==> src/rtl/cam_pixel_capture_pkg.sv <==
// rtl/cam_pixel_capture_pkg.sv - shared geometry defaults, widths and FSM states for the camera capture block
package cam_pkg;

    localparam int H_ACTIVE_DEF = 640;
    localparam int V_ACTIVE_DEF = 480;
    localparam int FB_DEPTH     = H_ACTIVE_DEF * V_ACTIVE_DEF;
    localparam int ADDR_W       = 19;
    localparam int PIX_W        = 12;

    typedef enum logic [1:0] {
        IDLE,
        WAIT_FRAME,
        CAPTURE
    } cap_state_t;

    // Second RGB444 byte carries GGGGBBBB; the pixel word is stored as {B, G, R}.
    function automatic logic [PIX_W-1:0] rgb444_pack(input logic [7:0] hi_byte, input logic [3:0] red);
        return {hi_byte[3:0], hi_byte[7:4], red};
    endfunction

endpackage

==> src/rtl/cam_pixel_capture_if.sv <==
// rtl/cam_pixel_capture_if.sv - camera input bus plus frame-buffer write port
interface cam_pixel_capture_if;
    import cam_pkg::*;

    logic              cam_pclk;
    logic              cam_vsync;
    logic              cam_href;
    logic [7:0]        cam_d;
    logic              we;
    logic [ADDR_W-1:0] addr;
    logic [PIX_W-1:0]  dout;

    modport master (
        input  cam_pclk, cam_vsync, cam_href, cam_d,
        output we, addr, dout
    );

    modport slave (
        output cam_pclk, cam_vsync, cam_href, cam_d,
        input  we, addr, dout
    );

endinterface

==> src/rtl/cam_pixel_capture_sync_edge.sv <==
// rtl/cam_pixel_capture_sync_edge.sv - 2-flop synchronizer with edge detect against the last enabled sample
module sync_edge (
    input  logic clk,
    input  logic reset,
    input  logic async_in,
    input  logic sample_en,
    output logic sync_out,
    output logic rise,
    output logic fall
);

    logic meta_q;
    logic sync_q;
    logic prev_q;

    // prev_q only advances on sample_en, so edges are relative to the previous camera sample.
    always_ff @(posedge clk) begin
        if (reset) begin
            meta_q <= 1'b0;
            sync_q <= 1'b0;
            prev_q <= 1'b0;
        end else begin
            meta_q <= async_in;
            sync_q <= meta_q;
            if (sample_en) begin
                prev_q <= sync_q;
            end
        end
    end

    assign sync_out = sync_q;
    assign rise     = sync_q & ~prev_q;
    assign fall     = ~sync_q & prev_q;

endmodule

==> src/rtl/cam_pixel_capture.sv <==
// rtl/cam_pixel_capture.sv - oversampled camera capture: RGB444 byte pairs to frame-buffer writes
module cam_pixel_capture
    import cam_pkg::*;
#(
    parameter int H_ACTIVE = H_ACTIVE_DEF,
    parameter int V_ACTIVE = V_ACTIVE_DEF
) (
    input  logic                clk,
    input  logic                reset,
    cam_pixel_capture_if.master cam,
    input  logic                capture_en,
    output logic                frame_done,
    output logic [7:0]          frame_count,
    output logic                line_err
);

    localparam logic [ADDR_W-1:0] H_MAX = ADDR_W'(H_ACTIVE);
    localparam logic [ADDR_W-1:0] V_MAX = ADDR_W'(V_ACTIVE);

    cap_state_t state, state_nxt;

    logic sample;
    logic pclk_level_unused, pclk_fall_unused;
    logic vs_level_unused, vs_rise, vs_fall;
    logic hr_s, hr_rise, hr_fall;
    logic [7:0] d_meta, d_sync;

    logic [ADDR_W-1:0] col, row, row_base;
    logic              line_ovf;
    logic              phase, phase_eff;
    logic [3:0]        red_q;
    logic              we_q;
    logic [ADDR_W-1:0] addr_q;
    logic [PIX_W-1:0]  dout_q;

    logic start_frame, end_frame, byte_ev, line_end, r_ev, pix_ev;

    sync_edge u_sync_pclk (
        .clk(clk), .reset(reset), .async_in(cam.cam_pclk), .sample_en(1'b1),
        .sync_out(pclk_level_unused), .rise(sample), .fall(pclk_fall_unused)
    );

    sync_edge u_sync_vsync (
        .clk(clk), .reset(reset), .async_in(cam.cam_vsync), .sample_en(sample),
        .sync_out(vs_level_unused), .rise(vs_rise), .fall(vs_fall)
    );

    sync_edge u_sync_href (
        .clk(clk), .reset(reset), .async_in(cam.cam_href), .sample_en(sample),
        .sync_out(hr_s), .rise(hr_rise), .fall(hr_fall)
    );

    // Data takes the same two-flop path as pclk so it lines up with the sample cycle.
    always_ff @(posedge clk) begin
        if (reset) begin
            d_meta <= '0;
            d_sync <= '0;
        end else begin
            d_meta <= cam.cam_d;
            d_sync <= d_meta;
        end
    end

    always_ff @(posedge clk) begin
        if (reset) begin
            state <= IDLE;
        end else begin
            state <= state_nxt;
        end
    end

    always_comb begin
        state_nxt   = state;
        start_frame = 1'b0;
        end_frame   = 1'b0;
        byte_ev     = 1'b0;
        line_end    = 1'b0;
        if (sample) begin
            case (state)
                IDLE: begin
                    if (capture_en) begin
                        state_nxt = WAIT_FRAME;
                    end
                end
                WAIT_FRAME: begin
                    if (vs_fall) begin
                        state_nxt   = CAPTURE;
                        start_frame = 1'b1;
                    end
                end
                CAPTURE: begin
                    if (vs_rise) begin
                        state_nxt = IDLE;
                        end_frame = 1'b1;
                    end else begin
                        byte_ev  = hr_s;
                        line_end = hr_fall && (col != '0);
                    end
                end
                default: state_nxt = IDLE;
            endcase
        end
    end

    assign phase_eff = hr_rise ? 1'b0 : phase;
    assign r_ev      = byte_ev & ~phase_eff;
    assign pix_ev    = byte_ev & phase_eff;

    always_ff @(posedge clk) begin
        if (reset) begin
            col         <= '0;
            row         <= '0;
            row_base    <= '0;
            line_ovf    <= 1'b0;
            phase       <= 1'b0;
            red_q       <= '0;
            we_q        <= 1'b0;
            addr_q      <= '0;
            dout_q      <= '0;
            frame_done  <= 1'b0;
            frame_count <= '0;
            line_err    <= 1'b0;
        end else begin
            we_q       <= 1'b0;
            frame_done <= 1'b0;
            if (start_frame) begin
                col      <= '0;
                row      <= '0;
                row_base <= '0;
                line_ovf <= 1'b0;
                phase    <= 1'b0;
            end
            if (r_ev) begin
                red_q <= d_sync[3:0];
                phase <= 1'b1;
            end
            if (pix_ev) begin
                phase <= 1'b0;
                if (col < H_MAX) begin
                    col <= col + ADDR_W'(1);
                    if (row < V_MAX) begin
                        we_q   <= 1'b1;
                        addr_q <= row_base + col;
                        dout_q <= rgb444_pack(d_sync, red_q);
                    end
                end else begin
                    // col saturates, so overlong lines are remembered separately for line_err.
                    line_ovf <= 1'b1;
                end
            end
            if (line_end) begin
                col      <= '0;
                line_ovf <= 1'b0;
                if (row < V_MAX) begin
                    row      <= row + ADDR_W'(1);
                    row_base <= row_base + H_MAX;
                end
                if ((col != H_MAX) || line_ovf) begin
                    line_err <= 1'b1;
                end
            end
            if (end_frame) begin
                frame_done  <= 1'b1;
                frame_count <= frame_count + 8'd1;
            end
        end
    end

    assign cam.we   = we_q;
    assign cam.addr = addr_q;
    assign cam.dout = dout_q;

endmodule
==> src/flat_wrapper.sv <==
// flat-port wrapper written by rule: the top's interface ports become plain ports
module cam_pixel_capture_flat import cam_pkg::*;
#(
    parameter int H_ACTIVE = H_ACTIVE_DEF,
    parameter int V_ACTIVE = V_ACTIVE_DEF
)
  (clk, reset, capture_en, frame_done, frame_count, line_err, cam_cam_pclk, cam_cam_vsync, cam_cam_href, cam_cam_d, cam_we, cam_addr, cam_dout);
  cam_pixel_capture_if cam_i ();
  input  logic clk;
  input  logic reset;
  input  logic capture_en;
  output logic frame_done;
  output logic [7:0] frame_count;
  output logic line_err;
  input wire logic [$bits(cam_i.cam_pclk)-1:0] cam_cam_pclk;
  input wire logic [$bits(cam_i.cam_vsync)-1:0] cam_cam_vsync;
  input wire logic [$bits(cam_i.cam_href)-1:0] cam_cam_href;
  input wire logic [$bits(cam_i.cam_d)-1:0] cam_cam_d;
  output wire logic [$bits(cam_i.we)-1:0] cam_we;
  output wire logic [$bits(cam_i.addr)-1:0] cam_addr;
  output wire logic [$bits(cam_i.dout)-1:0] cam_dout;
  assign cam_i.cam_pclk = cam_cam_pclk;
  assign cam_i.cam_vsync = cam_cam_vsync;
  assign cam_i.cam_href = cam_cam_href;
  assign cam_i.cam_d = cam_cam_d;
  assign cam_we = cam_i.we;
  assign cam_addr = cam_i.addr;
  assign cam_dout = cam_i.dout;
  cam_pixel_capture #(.H_ACTIVE(H_ACTIVE), .V_ACTIVE(V_ACTIVE)) u_core (.clk(clk), .reset(reset), .cam(cam_i), .capture_en(capture_en), .frame_done(frame_done), .frame_count(frame_count), .line_err(line_err));
endmodule
==> config.mk <==
export PLATFORM = sky130hd
export DESIGN_NAME = cam_pixel_capture_flat
export DESIGN_NICKNAME = d
export VERILOG_FILES = /design/src/rtl/cam_pixel_capture_pkg.sv /design/src/rtl/cam_pixel_capture_if.sv /design/src/rtl/cam_pixel_capture_sync_edge.sv /design/src/rtl/cam_pixel_capture.sv /design/src/flat_wrapper.sv
export SDC_FILE = /design/constraint.sdc
export NUM_CORES = 1
export LEC_CHECK = 0
export CORE_UTILIZATION = 35
export CTS_BUF_LIST = sky130_fd_sc_hd__clkbuf_4 sky130_fd_sc_hd__clkbuf_8
export DETAILED_ROUTE_END_ITERATION = 10
export GPL_TIMING_DRIVEN = 0
export PLACE_DENSITY = 0.59
export SETUP_SLACK_MARGIN = 0.02
export SLEW_MARGIN = 10
export SYNTH_ARGS = -nofsm -noshare
export SYNTH_HDL_FRONTEND = slang
export SYNTH_SLANG_ARGS = --single-unit
==> constraint.sdc <==
create_clock -name clk -period 3.1 [get_ports clk]
set_clock_uncertainty 0.1 [all_clocks]
set_input_delay 0.31 -clock clk [delete_from_list [all_inputs] [get_ports clk]]
set_output_delay 0.31 -clock clk [all_outputs]
set_load 0.05 [all_outputs]
==> impl_results.md, run 1 <==
- Gp weighted congestion: 0.9083
- Peak supply drop: between 0.0002 and 0.0003 V
- Synth Area in Compound Gates: 0.1080
- Cell Pwr Density: ~450 mW/mm^2
- CP endpoint kind: flip-flop
- Fillers: 1592
- Avg Cell Area, Syn: ~9 sq um
- Core ar.: 0.01600 sq mm
- Adder-Cell Fraction of Synth Area: 0.05314
- Hpwl dp: roughly 10000 um
- Hold Path End: u_core.d_meta[5]$_SDFF_PP0_
- First-pass GRT wire length: approximately 23000 um
- Final WL: between 10000 and 15000 um
- I/O Buffers: between 50 and 60
- Die H: around 130 um
- Count leader, synth: dfxtp_1
- Post-CTS Resized: 0
- Mux contribution to synthesized area: 0.02463
- Synth Instances: about 650
- Max cap viols: 0
- Fmax: 384.6 MHz
- Root buffer cell: clkbuf_8
- Req. time, crit path: 3310 ps
- Cell taking the most area after synthesis: dfxtp_1
- R2r endpoint: u_core.cam.addr[10]$_SDFFE_PP0P_
- GR Overflow Total: 0
- Final setup violating endpoints: 0
- Worst Hold Depth: 2
- Unique masters post-synth: between 60 and 70
- Initial antenna violation count: 0
- Top post-synthesis cells by count: dfxtp_1 (132), nand2_1 (74), nor2_1 (74)
- Max Slew Vio Count: 0
- Final min period: roughly 2600 ps
- Largest family of logic cells by synthesized area: simple AND/OR/NAND/NOR gates
- Min-Delay Path Class: in2reg
- Reg clk slew, reported paths: approximately 80 ps
- Vias in the first global route: ~4500
- Drt first-iter violations: about 240
- DRT Pass-1 Iters: 4
- Layout cell share with drive strength beyond 1: 0.08060
- Outcome: completed
- Detailed-route via count: ~4700
- Htree depth: 4
- P_leak: approximately 0.0028 uW
- Yosys reg bits: around 130
- Yosys warnings: 0
- DR WL/cell: about 14 um
- Unrepaired setup endpoints after global routing: no
- Cts hold-fix bufs: 0
- Antenna viol nets, final: 0
- Dpl cell area: roughly 0.0066 sq mm
- Period utilization: 0.8387
- Synth Cell Area: just under 0.006 sq mm
- Worst hold start: cam_cam_d[5]
- WS Path Type: reg2reg
- Initial Util: 0.3620
- Die Wd: 130.6 um
- Layout area overhead: 20.67%
- Final Hold Violating Endpoints: 0
- Smallest hold slack: ~310 ps
- CP arrival: approximately 2800 ps
- Max_slew headroom: 0.5234
- Post-Synth XOR/XNOR Area: 0.05141
- I/O Pins: 56
- Largest net degree at the start of global routing: 17
- Tot GR Track Use: 0.1743
- Startpoint types: flip-flop
- Clock Tree Buf Depth: 2
- CTS tree: done
- Post-Synthesis Net Count: between 600 and 700
- Fin nets: ~760
- Total Die Area: between 0.015 and 0.02 sq mm
- Num CTS Buffers: 17
- Worst r2r src: u_core.col[0]$_SDFF_PP0_
- Final Cell Area: between 0.006 and 0.007 sq mm
- Flop2flop setup slack: roughly 500 ps
- Post-Synth Simple-Gate Area: 0.2748
- Sequential cell area fraction in the yosys report: 0.4563
- Yosys top cell area share: 0.4563
- FFs w/ async S/R, synth: 0
- Cells on worst reg2reg path: 8
- Clock Latency Late Sink: between 400 and 500 ps
- Residual DRC: 0
- # rows: 46
- Number of synthesized flops with an enable pin: 0
- Clock net sink count: between 100 and 150
- Ys flop type: dfxtp_1
- Most area-consuming cells after synthesis: dfxtp_1 (46%), ha_1 (5.0%), nand2_1 (4.8%), nor2_1 (4.8%), a21oi_1 (4.0%)
- CP Max Fanout: 5
- Post-CTS Setup Bufs: 0
- Slew @ Worst Pin: 706.0 ps
- Final TNS setup: 0 ps
- # diodes: 0
- Via/cell ratio: between 4 and 5
## logic make-up after synthesis
kind of cell,count (synthesis)
AND/OR/NAND/NOR,301
flip-flops,132
AO/OA/AOI/OAI,100
buffers and inverters,40
XOR/XNOR,34
adder cells (fa/ha/maj),24
multiplexers,14
## worst max-delay path, cell delays in order, from the launching register on
cell and delay, ps:
dfxtp_1 370, ha_1 230, fa_1 440, nand3_1 120
a21oi_1 100, o211ai_1 270, nand2_1 90, o311ai_0 600
a21oi_1 150
## registers in the layout, summed over array words and instances (netlist names), 8 cells and up
| name | count |
|---|---|
| u_core.d_meta | 8 |
| u_core.row | 19 |
| u_core.row_base | 19 |
| u_core.col | 19 |
| u_core.frame_count | 8 |
| u_core.cam.dout | 12 |
| u_core.cam.addr | 19 |
| u_core.d_sync | 8 |
## layout by cell type (no fill, tap or decap), types with 3 or more instances in the layout
master and n:
dfxtp_1 132, nand2_1 74, nor2_1 74, clkdlybuf4s50_1 55, a21oi_1 46, nand3_1 27
nor2b_1 25, clkbuf_1 24, and3_1 24, ha_1 23, xnor2_1 22, clkbuf_8 18
o21ai_0 17, nor3_1 13, mux2i_1 12, xor2_1 12, nand4_1 11, and2_1 11
inv_1 10, a21o_1 7, nand2b_1 6, a31oi_1 6, clkinvlp_4 6, or3_1 5
nor4_1 4, o211ai_1 4, buf_6 3, or2_2 3, buf_4 3, o21a_1 3
inv_6 3
## power by group
part / internal, uW / switching, uW / leakage (uW)
clock network: 659 / 704 / 0.000174
logic: 30.2 / 43.5 / 0.00151
registers: 1710 / 5.18 / 0.00107
## metal layers
layer / vias to the layer above / GRT usage / part of all wire
met5: - / 0 / 0
met4: 0 / 0.08722 / 0.028
met3: 24 / 0.04316 / 0.035
met2: 96 / 0.2689 / 0.46
met1: 2230 / 0.2267 / 0.48
li1: 2381 / - / -
## cell type report
class                           instances  area, sq um  area share
Sequential cell                       132         2643      0.3781
Timing Repair Buffer                   55        550.5     0.07877
Clock inverter                         14        128.9     0.01844
Inverter                               10        37.54    0.005371
Multi-Input combinational cell        473         2965      0.4243
Clock buffer                           18        247.7     0.03545
Buffer                                 30        146.4     0.02095
Tap cell                              216        270.3     0.03867
## through the flow
| stage | instances | power (uW) | setup slack, ps | util |
|---|---|---|---|---|
| 6_report | 948 | 3150 | 500.2 | 0.4368 |
| 5_1_grt | 948 | 3274 | 329.0 | 0.4368 |
| 4_1_cts | 948 | 3199 | 536.2 | 0.4368 |
| 3_5_place_dp | 916 | 1829 | 522.1 | 0.4133 |
| 3_3_place_gp | 916 | 1827 | 548.8 | 0.4133 |
| 2_1_floorplan | 645 | 1792 | 951.4 | - |
## worst max-delay path by stage
stage | from | endpoint
after floorplan | u_core.col[0]$_SDFF_PP0_ | u_core.cam.addr[18]$_SDFFE_PP0P_
after global placement | u_core.col[14]$_SDFF_PP0_ | u_core.cam.addr[14]$_SDFFE_PP0P_
after detailed placement | reset | u_core.frame_count[5]$_SDFFE_PP0P_
after CTS | u_core.col[14]$_SDFF_PP0_ | u_core.cam.addr[14]$_SDFFE_PP0P_
after global routing | u_core.col[0]$_SDFF_PP0_ | u_core.cam.addr[18]$_SDFFE_PP0P_
final | u_core.col[0]$_SDFF_PP0_ | u_core.cam.addr[10]$_SDFFE_PP0P_
Note: power is estimated with default switching activity, not from simulation.
==> run 2, diff against run 1 <==
==> constraint.sdc (replaced) <==
create_clock -name clk -period 2.4 [get_ports clk]
set_clock_uncertainty 0.1 [all_clocks]
set_input_delay 0.24 -clock clk [delete_from_list [all_inputs] [get_ports clk]]
set_output_delay 0.24 -clock clk [all_outputs]
set_load 0.05 [all_outputs]
==> run 2 against run 1 <==
Cell area rose by 2.8%. Count of clock-buffer cells in the layout unchanged. Sequential power grew 29%. Die area unchanged. Total power rose by 29%. Sequential share of layout area shrank 0.79 points. Register-to-register slack got worse by 420 ps. Hold slack lost 70 ps. Wire length is 2.2% higher. Combinational power is 29% higher. Largest power group unchanged.
==> impl_results.md, run 2 (synthesized netlist as in run 1, its figures left out) <==
- Final WL: 13870 um (+2.2%)
- Clock Latency Late Sink: 440 ps (about the same)
- DRT Pass-1 Iters: 5 (+1)
- Fmax: 432.0 MHz (+12%)
- Htree depth: 4 (unchanged)
- Req. time, crit path: 2690 ps (-620 ps)
- First-pass GRT wire length: 22680 um (+0.19%)
- Min setup slack post-route: 85.02 ps (-415.1 ps)
- Reg clk slew, reported paths: 80 ps (about the same)
- CP endpoint kind: flip-flop
- Layout cell share with drive strength beyond 1: 0.1287 (+0.04813)
- Tot GR Track Use: 0.1747 (+0.0003348)
- Num CTS Buffers: 17 (unchanged)
- Antenna viol nets, final: 0 (unchanged)
- Flop2flop setup slack: 90 ps (-420 ps)
- Placed insts: 916 (unchanged)
- Worst r2r src: u_core.col[3]$_SDFF_PP0_
- Largest stage delay, worst path: 430 ps (-170 ps)
- Drt first-iter violations: 262 (+10%)
- Cell Pwr Density: 566.5 mW/mm^2 (+26%)
- Pre-CTS setup slack: -149.9 ps (-672.1 ps)
- Total Die Area: 0.01707 sq mm (unchanged)
- Hpwl dp: 10060 um (unchanged)
- Final min period: 2315 ps (-284.9 ps)
- Fin nets: 763 (+0.79%)
- Min-Delay Path Class: in2reg
- WS Path Type: reg2reg
- Initial Util: 0.3620 (unchanged)
- Cells on worst reg2reg path: 7 (-1)
- # diodes: 0 (unchanged)
- Layout area overhead: 24.02%
- I/O Buffers: 55 (unchanged)
- Die Wd: 130.6 um (unchanged)
- Crit-path slowest cell: or4_1
- Via/cell ratio: 4.997 (+0.13%)
- Worst hold start: cam_cam_d[5]
- Slew @ Worst Pin: 669.5 ps (-36.45 ps)
- DR WL/cell: 14.54 um (+1.6%)
- P_leak: 0.002799 uW (+1.6%)
- Max Slew Vio Count: 0 (unchanged)
- I/O Pins: 56 (unchanged)
- Outcome: completed
- Vias in the first global route: 4486 (-0.33%)
- CP arrival: 2600 ps (-210 ps)
- Core ar.: 0.01600 sq mm (unchanged)
- Cts hold-fix bufs: 0 (unchanged)
- Die H: 130.6 um (unchanged)
- Root buffer cell: clkbuf_8
- Final Hold Violating Endpoints: 0 (unchanged)
- Core Util, Final: 0.4489 (+0.01212)
- CTS tree: done
- Worst Hold Depth: 2 (unchanged)
- Clock Tree Buf Depth: 2 (unchanged)
- Final cell count without fillers: 954 (+0.63%)
- Residual DRC: 0 (unchanged)
- CP Max Fanout: 6 (+1)
- Max_slew headroom: 0.5536 (+0.03027)
- R2r endpoint: u_core.cam.addr[13]$_SDFFE_PP0P_
- Unrepaired setup endpoints after global routing: yes
- GR Overflow Total: 0 (unchanged)
- Max cap viols: 0 (unchanged)
- Largest net degree at the start of global routing: 17 (unchanged)
- Detailed-route via count: 4767 (+0.76%)
- Final setup violating endpoints: 0 (unchanged)
- Clock net sink count: 132 (unchanged)
- # rows: 46 (unchanged)
- Commonest cells after routing, fill and taps aside: dfxtp_1 (125), nand2_1 (74), nor2_1 (72), clkdlybuf4s50_1 (55), a21oi_1 (43)
- Period utilization: 0.9646 (+0.1259)
- Hold Path End: u_core.d_meta[5]$_SDFF_PP0_
- Commonest non-fill, non-tap cell in the layout: dfxtp_1
- Initial antenna violation count: 0 (unchanged)
- Worst path cell trace: ha_2, o21ai_0, o21a_2, o31ai_4, nand2_1, or4_1, nand3_1
- Startpoint types: flip-flop
- Total chip power: 4069 uW (+29%)
- Gp weighted congestion: 0.9083 (unchanged)
- Fillers: 1574 (-1.1%)
- Peak supply drop: 0.0003415 V (+29%)
run 2: changes by cell type in the layout (fill, tap and decap cells not counted), moves of 4 or more:
cell,before,now
ha_1,23,18
dfxtp_2,0,4
dfxtp_1,132,125
buf_4,3,10
run 2: critical path, delay by kind of cell (launching register included):
kind,cells,cell delay (ps)
flip-flops,1,360
AO/OA/AOI/OAI,3,720
adder cells (fa/ha/maj),1,410
AND/OR/NAND/NOR,3,660
run 2: metal layers:
layer,vias to the layer above,GRT usage,routed length (um)
met5,-,0,0
met4,0,0.07978,359
met3,22,0.04479,532
met2,108,0.2711,6481
li1,2388,-,-
met1,2249,0.2277,6499
run 2: layout make-up:
| cell class | instances | area [sq um] | area share |
|---|---|---|---|
| Tap cell | 216 | 270.3 | 0.03762 |
| Inverter | 10 | 37.54 | 0.005226 |
| Clock inverter | 14 | 128.9 | 0.01794 |
| Clock buffer | 18 | 247.7 | 0.03449 |
| Sequential cell | 132 | 2659 | 0.3701 |
| Timing Repair Buffer | 62 | 603.1 | 0.08396 |
| Multi-Input combinational cell | 473 | 3092 | 0.4304 |
| Buffer | 29 | 145.1 | 0.02021 |
run 2: what timing repair did:
| item | in CTS | in global routing |
|---|---|---|
| gates resized for setup | 5 | 36 |
| pin swaps | 3 | 14 |
| setup buffers | 1 | 6 |
| endpoints found under the setup margin | 8 | 34 |
| cloned | 0 | 0 |
run 2: worst max-delay path by stage:
stage          slack [ps]  cells after the start                          endpoint                       from
2_1_floorplan         250                      9  u_core.cam.addr[18]$_SDFFE_PP0P_   u_core.col[0]$_SDFF_PP0_
3_3_place_gp         -150                      8  u_core.cam.addr[14]$_SDFFE_PP0P_  u_core.col[14]$_SDFF_PP0_
3_5_place_dp         -150                      8  u_core.cam.addr[14]$_SDFFE_PP0P_  u_core.col[14]$_SDFF_PP0_
4_1_cts                 9                      8  u_core.cam.addr[14]$_SDFFE_PP0P_  u_core.col[14]$_SDFF_PP0_
5_1_grt                 4                      9  u_core.cam.addr[16]$_SDFFE_PP0P_   u_core.col[0]$_SDFF_PP0_
6_report               90                      7  u_core.cam.addr[13]$_SDFFE_PP0P_   u_core.col[3]$_SDFF_PP0_
run 2: report_power, final:
part           internal (uW)  total (uW)  switching (uW)
Clock                    851        1760             913
Combinational           39.1        95.0            56.0
Sequential              2200        2210            6.70
Total                   3090        4070             976
run 2: per-stage QoR:
step | instance area, sq um | TNS, ps | hold slack [ps]
floorplan | 5792 | 0 | 268.2
global placement | 6613 | -1456 | 316.5
detailed placement | 6613 | -2098 | 321.2
CTS | 7009 | 0 | 211.4
global route | 7183 | 0 | 215.0
finish | 7183 | 0 | 243.5
